$ cat src/rtl/noisy_tone_gen.sv
// +--------------------------------------------------------------------------+
// | noisy_tone_gen : DDS sine tone plus Galois-LFSR noise, saturating 16-bit  |
// | Revision 1.0                                                              |
// +--------------------------------------------------------------------------+
`default_nettype none

module noisy_tone_gen #(
  parameter int          PHASE_W     = 32,
  parameter int          TONE_SHIFT  = 1,
  parameter int          NOISE_SHIFT = 2,
  parameter logic [15:0] LFSR_SEED   = 16'hACE1
) (
  input  logic               clk,
  input  logic               rst,
  input  logic               en,
  input  logic               phase_clr,
  input  logic [PHASE_W-1:0] fcw,
  input  logic               noise_en,
  output logic signed [15:0] noisy_signal,
  output logic               sample_valid
);

  // First quadrant of round(32767*sin(2*pi*k/256)), k = 0..64
  localparam logic [15:0] QTAB [0:64] = '{
    16'd0,     16'd804,   16'd1608,  16'd2410,  16'd3212,  16'd4011,  16'd4808,  16'd5602,
    16'd6393,  16'd7179,  16'd7962,  16'd8739,  16'd9512,  16'd10278, 16'd11039, 16'd11793,
    16'd12539, 16'd13279, 16'd14010, 16'd14732, 16'd15446, 16'd16151, 16'd16846, 16'd17530,
    16'd18204, 16'd18868, 16'd19519, 16'd20159, 16'd20787, 16'd21403, 16'd22005, 16'd22594,
    16'd23170, 16'd23731, 16'd24279, 16'd24811, 16'd25329, 16'd25832, 16'd26319, 16'd26790,
    16'd27245, 16'd27683, 16'd28105, 16'd28510, 16'd28898, 16'd29268, 16'd29621, 16'd29956,
    16'd30273, 16'd30571, 16'd30852, 16'd31113, 16'd31356, 16'd31580, 16'd31785, 16'd31971,
    16'd32137, 16'd32285, 16'd32412, 16'd32521, 16'd32609, 16'd32678, 16'd32728, 16'd32757,
    16'd32767
  };

  localparam logic [15:0] LFSR_TAPS = 16'hB400;

  logic [PHASE_W-1:0] phase;
  logic [15:0]        lfsr;
  logic signed [15:0] tone1;
  logic signed [15:0] noise1;
  logic               v1;

  logic [7:0]         idx;
  logic [6:0]         qidx;
  logic signed [15:0] qmag;
  logic signed [15:0] lut_val;
  logic signed [15:0] tone_val;
  logic signed [15:0] noise_val;
  logic [15:0]        lfsr_next;
  logic signed [16:0] sum17;
  logic signed [15:0] sat_val;

  // Full wave rebuilt from the quarter table by mirror (odd quadrants) and negation (lower half)
  always_comb begin
    idx       = phase[PHASE_W-1 -: 8];
    qidx      = idx[6] ? (7'd64 - {1'b0, idx[5:0]}) : {1'b0, idx[5:0]};
    qmag      = $signed(QTAB[qidx]);
    lut_val   = idx[7] ? -qmag : qmag;
    tone_val  = lut_val >>> TONE_SHIFT;
    noise_val = noise_en ? ($signed(lfsr) >>> NOISE_SHIFT) : 16'sd0;
    lfsr_next = lfsr[0] ? ((lfsr >> 1) ^ LFSR_TAPS) : (lfsr >> 1);
  end

  always_comb begin
    sum17 = {tone1[15], tone1} + {noise1[15], noise1};
    if (sum17 > 17'sd32767) begin
      sat_val = 16'sh7FFF;
    end else if (sum17 < -17'sd32768) begin
      sat_val = 16'sh8000;
    end else begin
      sat_val = sum17[15:0];
    end
  end

  always_ff @(posedge clk) begin
    if (rst) begin
      phase        <= '0;
      lfsr         <= LFSR_SEED;
      tone1        <= '0;
      noise1       <= '0;
      v1           <= 1'b0;
      noisy_signal <= '0;
      sample_valid <= 1'b0;
    end else begin
      v1 <= en;
      if (en) begin
        tone1  <= tone_val;
        noise1 <= noise_val;
        lfsr   <= lfsr_next;
      end
      // Clear wins over the increment; the sample captured above still used the old phase
      if (phase_clr) begin
        phase <= '0;
      end else if (en) begin
        phase <= phase + fcw;
      end
      sample_valid <= v1;
      if (v1) begin
        noisy_signal <= sat_val;
      end
    end
  end

endmodule

`default_nettype wire

$ cat config.mk
export PLATFORM = sky130hd
export DESIGN_NAME = noisy_tone_gen
export DESIGN_NICKNAME = d
export VERILOG_FILES = /design/src/rtl/noisy_tone_gen.sv
export SDC_FILE = /design/constraint.sdc
export NUM_CORES = 1
export LEC_CHECK = 0
export BUFFER_PORTS_ARGS = -buffer_cell sky130_fd_sc_hd__buf_2
export CAP_MARGIN = 0
export CORE_UTILIZATION = 62
export CTS_CLUSTER_DIAMETER = 30
export DETAILED_ROUTE_END_ITERATION = 6
export PLACE_DENSITY = 0.81
export SETUP_SLACK_MARGIN = 0.3
export SLEW_MARGIN = 25
export SYNTH_ARGS = -nofsm -noshare
export SYNTH_HDL_FRONTEND = slang
export SYNTH_SLANG_ARGS = --single-unit
$ cat constraint.sdc
create_clock -name clk -period 5.49 [get_ports clk]
set_input_delay 1.647 -clock clk [delete_from_list [all_inputs] [get_ports clk]]
set_output_delay 1.647 -clock clk [all_outputs]
set_load 0.01 [all_outputs]
* Word-level counts from Yosys, hierarchy flattened
Memories as Yosys holds them, arrays and structs flattened.
Cells that the tools add are included.
** Cells by class
- Reductions and logical operators :: 1
- Multiplexer cells :: 8
- Bitwise operators :: 2
- Order comparisons :: 3
- Add/subtract/negate cells :: 4
** Operators by type and width (number)
- 2-to-1 mux 16 bit :: 7
- adder 32 bit :: 1
- adder 15 x 16 -> 17 bit :: 1
- > comparator 17 x 16 -> 1 bit, second input constant :: 1
- less-than comparator 17 x 16 -> 1 bit, second input constant :: 1
- negation 16 bit :: 1
- >= comparator 8 bit, second input constant :: 1
- inverter 7 -> 8 bit :: 1
- 2-to-1 mux 7 bit :: 1
- subtractor 7 x 6 -> 7 bit, first input constant :: 1
- inverter 3 -> 4 bit :: 1
- OR reduction 2 bit :: 1
** Storage, ports and cells
- Register bits :: 97
- Memory bits (read-only) :: 2048
- Input port bits :: 37
- Output and inout bits :: 17
- Memories :: 1
** Memory list
- (no name shown) :: depth 128, bits a word 16, read ports 1, clocked after memory_dff 0, write ports 0, line 58 : qmag = $signed(QTAB[qidx]);

* Longest topological paths before layout
Gate-level depths: netlist of the first run.
- Depth after elaboration :: 8
- Depth in mapped cells :: 20
- Depth with buffers taken out :: 19

* Worst setup path before layout of the first run
No wires, ideal clock.
- Path kind :: flip-flop to flip-flop
- Start point :: reg phase[24]
- End point :: reg tone1[13]
- Data arrival time :: 4194 ps
- Setup slack :: 1217 ps
- Required time :: 5411 ps
- Period minus slack after synthesis :: 4273 ps
- Buffers on the path :: 3
- Stages on the path, launching flop included :: 20
- Cells stage by stage :: dfxtp_1 > buf_6 > inv_1 > ha_1 > nand2_1 > o21ai_0 > buf_2 > ha_1 > clkbuf_1 > inv_1 > mux2i_1 > a2111oi_0 > a311oi_1 > a221o_1 > inv_1 > ha_1 > o211ai_1 > or4_4 > or4_1 > o211ai_1
** On the way
- Word-level cells in the longest chain between the ends :: 8
** Ends and longest elaborated chain
- start, declared :: line 38 : logic [PHASE_W-1:0] phase;
- start signal, assigned :: line 96 : phase <= phase + fcw;
- subtractor 7 x 6 -> 7 bit :: line 57 : qidx = idx[6] ? (7'd64 - {1'b0, idx[5:0]}) : {1'b0, idx[5:0]};
- 2-to-1 mux 7 bit * :: line 57
- inverter 7 -> 8 bit (implied by the code) * :: line 58
- memory read (128 x 16 bit) *
- 2-to-1 mux 16 bit (implied by the code) * (2 in series) :: line 58
- negation 16 bit :: line 59 : lut_val = idx[7] ? -qmag : qmag;
- 2-to-1 mux 16 bit * :: line 59
- end signal, assigned :: line 88 : tone1 <= tone_val;
- end, declared :: line 40 : logic signed [15:0] tone1;
Mark *: on every way between the ends. The rest lies on a longest branch, timed or not. The select of a mux whose other input is x is not followed.
A chain may end at the register's enable or synchronous reset.

* Worst setup path after layout of the first run
- Start point :: reg phase[25]
- End point :: reg tone1[7]
The elaborated chain is that of the path after synthesis.

==> results of run 1 <==
power by group through the flow:
| stage | Sequential (W) | Combinational (W) | Clock, W |
|---|---|---|---|
| after floorplan | 0.000774 | 0.000488 | 0 |
| after CTS | 0.000768 | 0.000615 | 0.000642 |
| after detailed placement | 0.000784 | 0.000611 | 0 |
| after global placement | 0.000783 | 0.000607 | 0 |
| final | 0.000769 | 0.000625 | 0.000625 |
| after global routing | 0.000775 | 0.000691 | 0.000664 |
worst max path at each step:
stage               from         to  slack, ns  cells after the start
3_5_place_dp   phase[25]  tone1[13]       1.04                     17
4_1_cts        phase[25]  tone1[13]       0.99                     17
5_1_grt        phase[25]   tone1[7]       0.49                     20
6_report       phase[25]   tone1[7]       0.92                     18
3_3_place_gp      fcw[4]  phase[31]       1.08                     12
2_1_floorplan  phase[24]  tone1[13]       1.22                     19
routing by layer:
metal,share of wire,routed length (um),up-vias,track usage
met2,0.44,8550,347,0.474
met5,0,0,-,0
met4,0.021,403,0,0.0935
li1,-,-,3788,-
met1,0.45,8720,3480,0.414
met3,0.082,1580,43,0.0617
synthesized netlist by cell type, types with 5 or more instances:
cell type and count:
nor2_1 116, dfxtp_1 95, a21oi_1 88, nand2_1 87, ha_1 60, o21ai_0 45
nand3_1 42, clkbuf_1 41, mux2i_1 40, a211oi_1 32, a21o_1 30, xnor2_1 27
inv_1 24, xor2_1 22, nor3_1 20, nand2b_1 14, buf_2 13, a211o_1 12
o211ai_1 12, a31oi_1 11, nor2b_1 10, buf_1 9, maj3_1 8, or3_1 8
a221oi_1 7, and3_1 7, nor3b_1 7, o2111ai_1 7, o22ai_1 7, buf_6 6
o21a_1 6, o31ai_1 6, or2_2 6, a2111oi_0 5, a32o_1 5, a32oi_1 5
and2_1 5
metrics by stage:
step	worst slack [ns]	util
global route	0.487	0.680
floorplan	1.22	-
CTS	0.993	0.680
detailed placement	1.04	0.657
finish	0.922	0.680
global placement	1.08	0.657
layout make-up:
type / count / area [um^2] / share of cell area
multi-input combinational: 830 / 5640 / 0.660
sequential: 95 / 1900 / 0.223
timing repair buffer: 70 / 393 / 0.0460
clock buffer: 9 / 225 / 0.0264
tap: 172 / 215 / 0.0252
inverter: 27 / 101 / 0.0119
clock inverter: 7 / 70.1 / 0.00820
state kept, by name, indices dropped and copies added (netlist names):
register / flops
phase: 32
lfsr: 16
noisy_signal: 16
tone1: 15
noise1: 14
sample_valid: 1
v1: 1
cells by family after synthesis:
logic type,after synthesis,share of synthesized area
AOI/OAI and AO/OA,326,0.282
buffers and inverters,99,0.0556
and+or+nand+nor,340,0.201
DFF,95,0.238
adders and majority gates,70,0.109
xor gates and xnor gates,54,0.0639
muxes,40,0.0501
worst reg2reg max path: cells and delay by family (launching register included):
kind,cells,cell delay [ns]
multiplexers,1,0.10
adder cells (fa/ha/maj),3,0.93
flip-flops,1,0.52
AND/OR/NAND/NOR,3,0.86
buffers and inverters,4,0.67
AO/OA/AOI/OAI,7,1.42
==> impl_metrics.tcl, run 1 <==
set metrics [dict create \
    outcome "complete, no violations" \
    fmax_mhz 219 \
    fin_nets 1132 \
    critical_path_arrival_ns 4.85 \
    io_pins 54 \
    fp.dieW_um 115 \
    finalHoldViolCount 0 \
    grt_pass1_vias 6706 \
    cts_sinks 95 \
    synthCells 1024 \
    die_h_um 115 \
    place_congestion 0.983 \
    grt_max_degree 74 \
    clk_latency_ns 0.36 \
    switching_share 0.353 \
    rows 41 \
    hold_buffers 0 \
    hold_path.startpoint "lfsr[7]" \
    rsz0062_at_grt "false" \
    min_period_ns 4.57 \
    clockPowerShare 0.310 \
    final_cell_mix "116 x nor2_1, 95 x dfxtp_1, 88 x a21oi_1" \
    power_w 0.00202 \
    holdPathStages 1 \
    critPathMostFrequentCell "ha_1" \
    num_antenna_cells 0 \
    port_buffers 53 \
    worstReg2RegEnd "tone1[7]" \
    seq_area_frac_synth 0.238 \
    syn-mean-instance-area_um2 7.80 \
    cp-start-kind "flop" \
    dp_hpwl_mm 13.9 \
    drtAntennaViolNets 0 \
    antenna_found_initial 0 \
    crit_buf_inv 4 \
    whs_endpoint "lfsr[7]" \
    skew_ns 0.00977 \
    worst_pin_slew_ns 0.948 \
    syn_nets 1123 \
    grtUsageTotal 0.301 \
    p_seq_frac 0.381 \
    synth_top_area_frac 0.238 \
    drtIter0Drc 597 \
    syn-cell-area_mm2 0.00799 \
    route.vias.total 7658 \
    drive_gt1_frac 0.113 \
    async_reset_ff_frac 0 \
    cp-end-kind "flop" \
    whs_ns 0.464 \
    cts_tree "done" \
    initial_utilization 0.635 \
    grt_pass1_wl_mm 32.5 \
    irDropWorstVdd_mv 0.214 \
    power.share.combinational 0.310 \
    p_leak_nw 3.71 \
    synth_cell_types 84 \
    regToRegStartpoint "phase[25]" \
    crit_type "flop to flop" \
    routedWlPerCell_um 15.9 \
    dr.pass1.iters 5 \
    power_switching_w 0.000712 \
    coreArea_mm2 0.0126 \
    powerDensity_mw_per_mm2 236 \
    cts_resized 0 \
    placed_cells 1194 \
    areaGrowthSynthToFinish_pct 7.02 \
    critPathMaxStageDelay_ns 0.59 \
    finalInstanceArea_mm2 0.00855 \
    vias_per_cell 6.33 \
    regToRegSetupSlack_ns 0.92 \
    fillers 1067 \
    cts_buffers 9 \
    tns_ns 0 \
    post-synth-top-area-cell "dfxtp_1" \
    finalSetupViolCount 0 \
    clk_path_buf_depth 2 \
    ys_ff_latch 95 \
    maxCapViolCount 0 \
    ys.flop_type "dfxtp_1" \
    drc_errors 0 \
    final_cells 1210 \
    critPathSlowestCell "nor4_1" \
    final_common_cell "nor2_1" \
    slew_violations 0 \
    path_max_fanout 13 \
    routed_wl_mm 19.3 \
    finalCritPeriodShare 0.832 \
    max_slew_margin 0.366 \
    required_ns 5.78 \
    htreeDepth 3 \
    hold_class "flop to flop" \
    critPathTopFamily "compound AO/OA/AOI/OAI gates" \
    cts_setup_buffers 0 \
    yosys_warnings 0 \
    overflow 0 \
    synth_edf_count 0 \
    critical_path.cell_chain "inv_2 > ha_1 > nand2_1 > o21ai_0 > buf_4 > ha_1 > inv_1 > mux2i_1 > a2111oi_0 > a311oi_1 > a221o_1 > inv_1 > ha_1 > o211ai_1 > nor4_1 > nand4b_1 > o31a_1 > a21oi_1" \
    cts-root-buf "clkbuf_16" \
    cellInternalPower_w 0.00131 \
    rr_worst_depth 18 \
    fp.dieArea_mm2 0.0133 \
    dpl-instance-area_mm2 0.00825 \
    synth_area_leaders "dfxtp_1 24%, ha_1 9.4%, a21oi_1 5.5%" \
    path_clk_slew_ns 0.07 \
]
Power figures use the tool's default switching activity.
==> inputs of run 2 (changes only) <==
--- a/config.mk
+++ b/config.mk
@@ -7,10 +7,10 @@
 export LEC_CHECK = 0
 export BUFFER_PORTS_ARGS = -buffer_cell sky130_fd_sc_hd__buf_2
 export CAP_MARGIN = 0
-export CORE_UTILIZATION = 62
+export CORE_UTILIZATION = 56
 export CTS_CLUSTER_DIAMETER = 30
 export DETAILED_ROUTE_END_ITERATION = 6
-export PLACE_DENSITY = 0.81
+export PLACE_DENSITY = 0.78
 export SETUP_SLACK_MARGIN = 0.3
 export SLEW_MARGIN = 25
 export SYNTH_ARGS = -nofsm -noshare
==> constraint.sdc (replaced) <==
create_clock -name clk -period 4 [get_ports clk]
set_input_delay 1.2 -clock clk [delete_from_list [all_inputs] [get_ports clk]]
set_output_delay 1.2 -clock clk [all_outputs]
set_load 0.01 [all_outputs]
==> run 2 against run 1 <==
Compared with the run above: register-to-register slack worse by 0.69 ns; sequential power increased by 37%; final cell count grew 5.0%; first-iteration DRC count is 12% higher; combinational power rose by 65%; via count is 3.5% higher; critical endpoint is now tone1[13]; largest cell class unchanged; highest routed layer unchanged.
==> impl_metrics.tcl, run 2 (same netlist as run 1, synthesis figures left out) <==
set metrics [dict create \
    outcome "complete, no violations" \
    cts_buffers 9 \
    hold_class "flop to flop" \
    clk_path_buf_depth 2 \
    port_buffers 53 \
    cts-root-buf "clkbuf_16" \
    finalCritPeriodShare 0.942 \
    fin_nets 1185 \
    drtAntennaViolNets 0 \
    rsz0062_at_grt "true" \
    coreArea_mm2 0.0139 \
    htreeDepth 3 \
    grtUsageTotal 0.291 \
    path_max_fanout 5 \
    grt_pass1_vias 7077 \
    grt_max_degree 42 \
    io_pins 54 \
    powerDensity_mw_per_mm2 321 \
    largest_register_ffs 32 \
    startpoint "phase[24]" \
    regMostFlops "phase" \
    antenna_found_initial 0 \
    crit_type "flop to flop" \
    place_congestion 0.971 \
    cts_sinks 95 \
    whs_ns 0.469 \
    die_h_um 121 \
    finalHoldViolCount 0 \
    areaGrowthSynthToFinish_pct 16.6 \
    slew_violations 0 \
    worstReg2RegEnd "tone1[13]" \
    power_w 0.00299 \
    fmax_mhz 265 \
    num_antenna_cells 0 \
    irDropWorstVdd_mv 0.233 \
    finalWorstSetupSlack_ns 0.232 \
    worst_pin_slew_ns 0.800 \
    worstSetupEndpoint "tone1[13]" \
    skew_ns 0.00725 \
    max_slew_margin 0.466 \
    path_clk_slew_ns 0.07 \
    rr_worst_depth 15 \
    cp-end-kind "flop" \
    initial_utilization 0.575 \
    rows 43 \
    required_ns 4.28 \
    overflow 0 \
    drive_gt1_frac 0.187 \
    maxCapViolCount 0 \
    drtIter0Drc 671 \
    dp_hpwl_mm 15.3 \
    min_period_ns 3.77 \
    vias_per_cell 6.24 \
    drc_errors 0 \
    cts_tree "done" \
    final_util 0.671 \
    routed_wl_mm 21.7 \
    final_cell_mix "115 x nor2_1, 93 x dfxtp_1, 86 x nand2_1" \
    regToRegStartpoint "phase[24]" \
    pre_cts_ws_ns 0.156 \
    route.vias.total 7925 \
    dr.pass1.iters 6 \
    hold_buffers 0 \
    grt_pass1_wl_mm 34.3 \
    cp-start-kind "flop" \
    critical_path_arrival_ns 4.04 \
    fp.dieArea_mm2 0.0147 \
    clk_latency_ns 0.35 \
    finalSetupViolCount 0 \
    fp.dieW_um 121 \
    routedWlPerCell_um 17.1 \
    p_leak_nw 4.05 \
    final_common_cell "nor2_1" \
    regToRegSetupSlack_ns 0.23 \
    reg.largest.list "phase: 32 flops, lfsr: 16 flops, noisy_signal: 16 flops" \
]
-- run 2: how the worst min path moves through the flow --
stage	startpoint	to	slack, ns	cells after the start
detailed placement	phase[19]	phase[19]	0.46	2
global route	noise1[0]	noise1[0]	0.48	2
global placement	lfsr[6]	lfsr[6]	0.44	1
finish	noise1[0]	noise1[0]	0.47	2
floorplan	phase[19]	phase[19]	0.43	2
CTS	noise1[0]	noise1[0]	0.47	2
-- run 2: layout make-up --
type	instances	area [um^2]
inverter	27	113
tap	180	225
clock buffer	9	225
sequential	95	1910
fill	1166	4570
clock inverter	7	86.3
multi-input combinational	830	5910
timing repair buffer	123	843
-- run 2: repair_timing --
action | 4_1_cts | 5_1_grt
buffers inserted | 1 | 17
endpoints found under the setup margin | 7 | 15
resized for setup | 5 | 44
pin swaps | 3 | 15
-- run 2: per-stage QoR --
step	setup TNS (ns)	cell area, um^2	instances
after floorplan	-0.00730	8070	1024
after global placement	0	8620	1237
after detailed placement	0	8620	1237
after CTS	0	8970	1254
after global routing	0	9310	1271
final	0	9310	1271
-- run 2: report_power, final --
group          leakage [nW]  internal (W)  switching [W]
clock                 0.150      0.000499       0.000404
combinational          3.12      0.000448       0.000587
sequential            0.780       0.00101      0.0000472
total                  4.05       0.00195        0.00104
-- run 2: worst max-delay path, stage by stage, from the launching register on --
cell        delay, ns
dfxtp_4          0.38
clkinvlp_4       0.10
ha_4             0.30
nand2_4          0.06
o21ai_4          0.07
buf_6            0.15
ha_4             0.22
buf_6            0.13
or2_4            0.21
a32oi_1          0.18
nand3_1          0.17
a221o_1          0.38
a32o_2           0.31
or4_4            0.44
or4_1            0.49
o211ai_1         0.10
-- run 2: per-layer routing --
layer / up-vias / routed length, um / share of wire / track usage
met5: - / 0 / 0 / 0
met4: 0 / 576 / 0.027 / 0.0941
met3: 54 / 1770 / 0.082 / 0.0686
met2: 350 / 9640 / 0.44 / 0.451
met1: 3630 / 9740 / 0.45 / 0.394
li1: 3891 / - / - / -
==> inputs of run 3 (changes only) <==
--- a/config.mk
+++ b/config.mk
@@ -7,10 +7,10 @@
 export LEC_CHECK = 0
 export BUFFER_PORTS_ARGS = -buffer_cell sky130_fd_sc_hd__buf_2
 export CAP_MARGIN = 0
-export CORE_UTILIZATION = 56
+export CORE_UTILIZATION = 67
 export CTS_CLUSTER_DIAMETER = 30
 export DETAILED_ROUTE_END_ITERATION = 6
-export PLACE_DENSITY = 0.78
+export PLACE_DENSITY = 0.87
 export SETUP_SLACK_MARGIN = 0.3
 export SLEW_MARGIN = 25
 export SYNTH_ARGS = -nofsm -noshare
==> constraint.sdc (replaced) <==
create_clock -name clk -period 4.9 [get_ports clk]
set_input_delay 1.47 -clock clk [delete_from_list [all_inputs] [get_ports clk]]
set_output_delay 1.47 -clock clk [all_outputs]
set_load 0.01 [all_outputs]
==> run 3 against run 2 <==
Compared with the run above: the run now ends with DRC left; hold slack got worse by 0.0013 ns; combinational power decreased by 30%; total power decreased by 24%; wire length decreased by 5.0%; setup slack improved by 0.33 ns; critical path depth decreased by 1; register-to-register slack improved by 0.33 ns; critical endpoint unchanged; highest routed layer unchanged.
==> impl_metrics.tcl, run 3 (same netlist as run 1, synthesis figures left out) <==
set metrics [dict create \
    fp.dieW_um 111 \
    fmax_mhz 231 \
    clk_path_buf_depth 2 \
    p_seq_frac 0.379 \
    irDropWorstVdd_mv 0.215 \
    cp-end-kind "flop" \
    reg.largest.list "phase: 32 flops, lfsr: 16 flops, noisy_signal: 16 flops" \
    fin_nets 1135 \
    cellInternalPower_w 0.00146 \
    num_antenna_cells 0 \
    final_cell_mix "116 x nor2_1, 94 x dfxtp_1, 88 x a21oi_1" \
    rsz0062_at_grt "false" \
    die_h_um 111 \
    slew_violations 0 \
    finalInstanceArea_mm2 0.00854 \
    powerDensity_mw_per_mm2 267 \
    fp.dieArea_mm2 0.0124 \
    skew_ns 0.00604 \
    crit_type "flop to flop" \
    maxCapViolCount 0 \
    routedWlPerCell_um 17.4 \
    grt_pass1_vias 7287 \
    violations "DRC" \
    power.share.combinational 0.315 \
    finalCritPeriodShare 0.885 \
    critical_path_arrival_ns 4.62 \
    grtUsageTotal 0.341 \
    final_util 0.742 \
    path_clk_slew_ns 0.07 \
    drc_errors 4 \
    cts_tree "done" \
    vias_per_cell 6.66 \
    overflow 0 \
    dr.pass1.iters 7 \
    finalWorstSetupSlack_ns 0.564 \
    p_leak_nw 3.72 \
    cts_setup_buffers 0 \
    antenna_found_initial 0 \
    place_congestion 0.997 \
    finalSetupViolCount 0 \
    fillers 909 \
    grt_max_degree 46 \
    switching_share 0.359 \
    drtIter0Drc 831 \
    grt_pass1_wl_mm 34.6 \
    coreArea_mm2 0.0115 \
    initial_utilization 0.694 \
    pre_cts_ws_ns 0.577 \
    htreeDepth 3 \
    routed_wl_mm 20.6 \
    route.vias.total 7880 \
    final_common_cell "nor2_1" \
    power_switching_w 0.000817 \
    finalHoldViolCount 0 \
    cts-root-buf "clkbuf_16" \
    drtAntennaViolNets 0 \
    clk_latency_ns 0.36 \
    dp_hpwl_mm 14.6 \
    path_max_fanout 33 \
    max_slew_margin 0.378 \
    port_buffers 53 \
    drive_gt1_frac 0.117 \
    regMostFlops "phase" \
    largest_register_ffs 32 \
    hold_class "flop to flop" \
    areaGrowthSynthToFinish_pct 6.92 \
    cp-start-kind "flop" \
    clockPowerShare 0.306 \
    dpl-instance-area_mm2 0.00824 \
    cts_buffers 9 \
    rows 39 \
    regToRegSetupSlack_ns 0.56 \
    outcome "finished with violations" \
    tns_ns 0 \
    io_pins 54 \
    cts_sinks 95 \
    required_ns 5.18 \
    min_period_ns 4.34 \
    worst_pin_slew_ns 0.910 \
]
## run 3: layout make-up
class / instances / area [um^2] / share of cell area
Clock buffer: 9 / 225 / 0.0264
Clock inverter: 7 / 70.1 / 0.00821
Inverter: 27 / 101 / 0.0119
Multi-Input combinational cell: 830 / 5650 / 0.661
Sequential cell: 95 / 1900 / 0.223
Tap cell: 143 / 179 / 0.0210
Timing Repair Buffer: 73 / 415 / 0.0486
## run 3: worst paths after layout
kind,cells after the start,start,to
setup / recovery,14,phase[30],tone1[13]
hold / removal,1,lfsr[7],lfsr[7]
setup reg to reg,14,phase[30],tone1[13]
hold reg to reg,1,lfsr[7],lfsr[7]
## run 3: per-stage QoR
stage                     std cells  hold slack (ns)  total power (W)
after floorplan                1024            0.429          0.00141
after global placement         1168            0.441          0.00156
after detailed placement       1168            0.452          0.00157
after CTS                      1184            0.470          0.00227
after global routing           1184            0.483          0.00239
final                          1184            0.468          0.00228
## run 3: timing repair
| item | 4_1_cts | 5_1_grt |
|---|---|---|
| hold buffers | 0 | 0 |
| gates resized for setup | 0 | 3 |
| hold endpoints to repair | 0 | 0 |
| endpoints found under the setup margin | 0 | 5 |
## run 3: power by group through the flow
stage	sequential, W	combinational (W)	clock [W]
6_report	0.000863	0.000717	0.000698
5_1_grt	0.000869	0.000786	0.000739
4_1_cts	0.000862	0.000699	0.000712
3_5_place_dp	0.000879	0.000692	0
3_3_place_gp	0.000878	0.000680	0
2_1_floorplan	0.000867	0.000546	0
## run 3: per-layer routing
metal | global-route usage | vias up | share of wire
met1 | 0.448 | 3616 | 0.43
met3 | 0.0694 | 69 | 0.090
met5 | 0 | - | 0
met2 | 0.544 | 400 | 0.44
met4 | 0.141 | 0 | 0.032
li1 | - | 3795 | -
## run 3: worst max-delay path: stages, from the launching register on
cell and delay (ns):
dfxtp_1 0.68, buf_4 0.30, o31ai_4 0.12, xor2_2 0.56
buf_4 0.46, nand2_1 0.09, a21oi_1 0.14, nor2_1 0.06
a22o_1 0.31, nor2_1 0.15, ha_1 0.21, o211ai_1 0.12
or4_4 0.45, or4_1 0.51, o211ai_1 0.09
